[src/rtl/inst_rom_arbiter.sv]
// Two-requester round-robin arbiter in front of a single instruction-ROM port.
// Flags misaligned requests and ROM timeouts; all outputs are registered.
module inst_rom_arbiter #(
  parameter int ADDR_WIDTH = 32,
  parameter int DATA_WIDTH = 32,
  parameter int TIMEOUT    = 16
) (
  input  logic                  clk,
  input  logic                  reset,
  input  logic                  m0_request_i,
  input  logic [ADDR_WIDTH-1:0] m0_instAddr_i,
  output logic [DATA_WIDTH-1:0] m0_inst_o,
  output logic                  m0_dataOk_o,
  output logic                  m0_error_o,
  input  logic                  m1_request_i,
  input  logic [ADDR_WIDTH-1:0] m1_instAddr_i,
  output logic [DATA_WIDTH-1:0] m1_inst_o,
  output logic                  m1_dataOk_o,
  output logic                  m1_error_o,
  output logic                  rom_request_o,
  output logic [ADDR_WIDTH-1:0] rom_instAddr_o,
  input  logic [DATA_WIDTH-1:0] rom_inst_i,
  input  logic                  rom_dataOk_i,
  output logic                  busy_o
);

  localparam int CNT_W = (TIMEOUT > 2) ? $clog2(TIMEOUT) : 1;

  typedef enum logic [1:0] {S_IDLE, S_WAIT, S_RESP} state_t;

  state_t                state_q, state_d;
  logic                  owner_q, owner_d;
  logic                  last_grant_q, last_grant_d;
  logic [CNT_W-1:0]      cnt_q, cnt_d;
  logic                  rom_req_q, rom_req_d;
  logic [ADDR_WIDTH-1:0] rom_addr_q, rom_addr_d;
  logic [DATA_WIDTH-1:0] m0_inst_q, m0_inst_d, m1_inst_q, m1_inst_d;
  logic                  m0_ok_q, m0_ok_d, m1_ok_q, m1_ok_d;
  logic                  m0_err_q, m0_err_d, m1_err_q, m1_err_d;
  logic                  busy_q, busy_d;

  logic                  grant;
  logic [ADDR_WIDTH-1:0] grant_addr;
  logic                  done, done_err, done_owner;
  logic [DATA_WIDTH-1:0] done_data;

  always_comb begin
    state_d      = state_q;
    owner_d      = owner_q;
    last_grant_d = last_grant_q;
    cnt_d        = cnt_q;
    rom_req_d    = rom_req_q;
    rom_addr_d   = rom_addr_q;
    m0_inst_d    = m0_inst_q;
    m1_inst_d    = m1_inst_q;
    m0_ok_d      = 1'b0;
    m1_ok_d      = 1'b0;
    m0_err_d     = 1'b0;
    m1_err_d     = 1'b0;
    grant        = 1'b0;
    grant_addr   = '0;
    done         = 1'b0;
    done_err     = 1'b0;
    done_owner   = owner_q;
    done_data    = '0;

    case (state_q)
      S_IDLE: begin
        if (m0_request_i || m1_request_i) begin
          grant        = (m0_request_i && m1_request_i) ? ~last_grant_q : m1_request_i;
          grant_addr   = grant ? m1_instAddr_i : m0_instAddr_i;
          owner_d      = grant;
          last_grant_d = grant;
          if (grant_addr[1:0] != 2'b00) begin
            state_d    = S_RESP;
            done       = 1'b1;
            done_err   = 1'b1;
            done_owner = grant;
          end else begin
            rom_req_d  = 1'b1;
            rom_addr_d = grant_addr;
            cnt_d      = '0;
            state_d    = S_WAIT;
          end
        end
      end
      S_WAIT: begin
        if (rom_dataOk_i) begin
          rom_req_d = 1'b0;
          state_d   = S_RESP;
          done      = 1'b1;
          done_data = rom_inst_i;
        end else if (cnt_q == CNT_W'(TIMEOUT - 1)) begin
          rom_req_d = 1'b0;
          state_d   = S_RESP;
          done      = 1'b1;
          done_err  = 1'b1;
        end else begin
          cnt_d = cnt_q + 1'b1;
        end
      end
      S_RESP: state_d = S_IDLE;
      default: state_d = S_IDLE;
    endcase

    // Completion flags are loaded on entry to RESP so the pulse coincides with that state.
    if (done) begin
      if (done_owner) begin
        m1_ok_d   = 1'b1;
        m1_err_d  = done_err;
        m1_inst_d = done_data;
      end else begin
        m0_ok_d   = 1'b1;
        m0_err_d  = done_err;
        m0_inst_d = done_data;
      end
    end

    busy_d = (state_d != S_IDLE);
  end

  always_ff @(posedge clk) begin
    if (reset) begin
      state_q      <= S_IDLE;
      owner_q      <= 1'b0;
      last_grant_q <= 1'b1;
      cnt_q        <= '0;
      rom_req_q    <= 1'b0;
      rom_addr_q   <= '0;
      m0_inst_q    <= '0;
      m1_inst_q    <= '0;
      m0_ok_q      <= 1'b0;
      m1_ok_q      <= 1'b0;
      m0_err_q     <= 1'b0;
      m1_err_q     <= 1'b0;
      busy_q       <= 1'b0;
    end else begin
      state_q      <= state_d;
      owner_q      <= owner_d;
      last_grant_q <= last_grant_d;
      cnt_q        <= cnt_d;
      rom_req_q    <= rom_req_d;
      rom_addr_q   <= rom_addr_d;
      m0_inst_q    <= m0_inst_d;
      m1_inst_q    <= m1_inst_d;
      m0_ok_q      <= m0_ok_d;
      m1_ok_q      <= m1_ok_d;
      m0_err_q     <= m0_err_d;
      m1_err_q     <= m1_err_d;
      busy_q       <= busy_d;
    end
  end

  assign m0_inst_o      = m0_inst_q;
  assign m0_dataOk_o    = m0_ok_q;
  assign m0_error_o     = m0_err_q;
  assign m1_inst_o      = m1_inst_q;
  assign m1_dataOk_o    = m1_ok_q;
  assign m1_error_o     = m1_err_q;
  assign rom_request_o  = rom_req_q;
  assign rom_instAddr_o = rom_addr_q;
  assign busy_o         = busy_q;

endmodule
[config.mk]
export PLATFORM = sky130hd
export DESIGN_NAME = inst_rom_arbiter
export DESIGN_NICKNAME = d
export VERILOG_FILES = /design/src/rtl/inst_rom_arbiter.sv
export SDC_FILE = /design/constraint.sdc
export NUM_CORES = 1
export LEC_CHECK = 0
export BUFFER_PORTS_ARGS = -buffer_cell sky130_fd_sc_hd__buf_2
export CAP_MARGIN = 20
export CORE_MARGIN = 10
export CORE_UTILIZATION = 55
export CTS_CLUSTER_SIZE = 12
export DETAILED_ROUTE_END_ITERATION = 10
export PLACE_DENSITY = 0.94
export SETUP_SLACK_MARGIN = 0.1
export SLEW_MARGIN = 15
export SYNTH_ARGS = -nofsm -noshare
export SYNTH_HDL_FRONTEND = slang
export SYNTH_SLANG_ARGS = --single-unit
export TNS_END_PERCENT = 1
[constraint.sdc]
create_clock -name clk -period 4.6 [get_ports clk]
set_input_delay 0.46 -clock clk [delete_from_list [all_inputs] [get_ports clk]]
set_output_delay 0.46 -clock clk [all_outputs]
set_load 0.01 [all_outputs]
==> results.sh <==
export IMPL_io_pins=203
export IMPL_fin_crit_sh_pct=51.5
export IMPL_coreArea_um2=10300
export IMPL_gp_congestion=0.897
export IMPL_finalHoldViolCount=0
export IMPL_crit_type="register to register"
export IMPL_drive_gt1_share_pct=30.0
export IMPL_finalInstanceArea_um2=6960
export IMPL_antenna_left=0
export IMPL_grt_usage_pct=24.6
export IMPL_postCtsHoldBufs=0
export IMPL_ctsHtreeMaxLevel=3
export IMPL_cts_setup_buffers=0
export IMPL_dieHeight_um=123
export IMPL_wirelength_um=19700
export IMPL_crit_required_ns=4.84
export IMPL_drv_slew=0
export IMPL_die_area_um2=15100
export IMPL_grt_busiest_layer="met2"
export IMPL_syn_area_um2=5830
export IMPL_cts_resized=0
export IMPL_clock_sinks=110
export IMPL_yosys_area_top_type_share_pct=37.8
export IMPL_cts_buffers=9
export IMPL_antennaDiodeCount=0
export IMPL_p_total_mw=2.06
export IMPL_synth_edf_count=0
export IMPL_grt_overflow=0
export IMPL_vias=6196
export IMPL_clk_path_buf_depth=2
export IMPL_synth_top_flop_cell="dfxtp_1"
export IMPL_clk_latency_ns=0.38
export IMPL_grt_pass1_vias=5890
export IMPL_dp_hpwl_um=12800
export IMPL_async_reset_ff_share_pct=0
export IMPL_layout_common_cells="buf_2, dfxtp_1, o211ai_1"
export IMPL_max_freq_mhz=422
export IMPL_period_needed_ns=2.37
export IMPL_clk_pin_slew_ns=0.11
export IMPL_die_w_um=123
export IMPL_finalSetupViolations=0
export IMPL_peakVddDrop_v=0.000157
export IMPL_seq_area_frac_synth_pct=37.8
export IMPL_vias_per_cell=6.56
export IMPL_p_leak_nw=2.74
export IMPL_startpoint_type="register"
export IMPL_endpoint_kind="register"
export IMPL_io_buffers=202
export IMPL_arrival_ns=2.61
export IMPL_placed_cell_area_um2=6770
export IMPL_synth_top_area_cell="dfxtp_1"
export IMPL_num_rows=37
export IMPL_synth_fp_nets=772
export IMPL_worstMarginPinSlew_ns=1.10
export IMPL_p_per_area_nw_per_um2=296
export IMPL_antenna_found_initial=0
export IMPL_syn_to_final_growth_pct=19.4
export IMPL_met3_usage_pct=6.06
export IMPL_synthCells=670
export IMPL_fin_setup_tns_ns=0
export IMPL_clock_root_buffer="clkbuf_8"
export IMPL_yosys_cell_types_count=38
export IMPL_maxSlewHeadroom_pct=26.8
export IMPL_use_met1_pct=32.1
export IMPL_drt_first_pass_iters=5
export IMPL_use_met2_pct=38.9
export IMPL_rsz0062_at_grt="false"
export IMPL_grt_start_max_net_pins=96
export IMPL_nets=905
export IMPL_drc=0
export IMPL_status="finished, final reports clean"
export IMPL_start_util_pct=56.5
export IMPL_path_max_fanout=36
export IMPL_cts_tree="done"
export IMPL_yosys_warnings=0
export IMPL_grt_pass1_wl_um=31100
export IMPL_synth_seq_cells=110
export IMPL_mostFrequentLayoutCell="buf_2"
export IMPL_min_path_type="primary input to register"
export IMPL_wl_per_cell_um=20.8
export IMPL_fin_skew_ns=0.0170
export IMPL_cap_viol_max_count=0
export IMPL_synthTopCellsByArea="dfxtp_1, o211ai_1, o221ai_1"
export IMPL_syn_area_per_cell_um2=8.70
export IMPL_drt_initial_drc_count=707
[critical path: stages, from the launching register on]
cell and delay, ns:
dfxtp_1 0.35, a21bo_4 0.34, a211oi_4 0.26, o22a_2 0.62, buf_4 0.48, o211ai_1 0.17
[cells by family (layout without fill, tap and decap cells)]
| family | Yosys count | after routing | share of synthesized area [%] |
|---|---|---|---|
| compound gates | 268 | 268 | 35.1 |
| simple gates | 162 | 162 | 14.0 |
| flops | 110 | 110 | 37.8 |
| buf+inv | 93 | 231 | 6.76 |
| mux | 33 | 33 | 5.75 |
| xor+xnor | 3 | 3 | 0.451 |
| fa+ha+maj | 1 | 1 | 0.215 |
[synth_stat cells, types with 10 or more instances]
cell	count
clkbuf_1	63
mux2i_1	32
buf_2	21
nand2_1	69
dfxtp_1	110
o221ai_1	64
nor2b_1	33
o211ai_1	97
and2_1	32
nor2_1	10
o2111ai_1	32
a21oi_1	37
a211oi_1	30
[stage by stage]
stage	cells	setup WS [ns]	utilization (%)	hold WS, ns
2_1_floorplan	670	2.80	-	0.476
3_3_place_gp	928	2.02	65.6	0.446
3_5_place_dp	928	1.97	65.6	0.456
4_1_cts	944	2.25	67.4	0.344
5_1_grt	944	2.08	67.4	0.354
6_report	944	2.23	67.4	0.348
[worst paths after layout]
kind                               from                    endpoint  slack (ns)  depth (start not counted)
max           last_grant_q$_SDFFE_PP1P_  m1_inst_o[30]$_SDFFE_PP0P_        2.23                          5
min                      rom_inst_i[31]  m1_inst_o[31]$_SDFFE_PP0P_        0.35                          3
max reg2reg   last_grant_q$_SDFFE_PP1P_  m1_inst_o[30]$_SDFFE_PP0P_        2.23                          5
min reg2reg  rom_request_o$_SDFFE_PP0P_  rom_request_o$_SDFFE_PP0P_        0.48                          2
[routing by layer]
metal	share of wire, %	up-vias	wire length (µm)
met3	11	49	2120
met2	46	373	9020
met1	41	2921	8030
met5	0	-	0
li1	-	2853	-
met4	2.5	0	500
[final cells by class]
type / count / area [µm²]
fillers: 839 / 3360
multi-input cells: 467 / 3300
flip-flops and latches: 110 / 2200
repair buffers: 213 / 1090
well taps: 136 / 170
clock buffers: 11 / 131
clock inverters: 5 / 60.1
inverters: 2 / 7.51
[sequential cells by signal (all words and copies together), names as in the netlist]
signal,count
busy_o,1
cnt_q,4
last_grant_q,1
m0_dataOk_o,1
m0_error_o,1
m0_inst_o,32
m1_dataOk_o,1
m1_error_o,1
m1_inst_o,32
owner_q,1
rom_instAddr_o,32
rom_request_o,1
state_q,2
[power breakdown]
group,switching [mW],internal [mW]
clock,0.335,0.254
sequential,0.0236,0.991
combinational,0.322,0.132
Power figures use the tool's default switching activity.
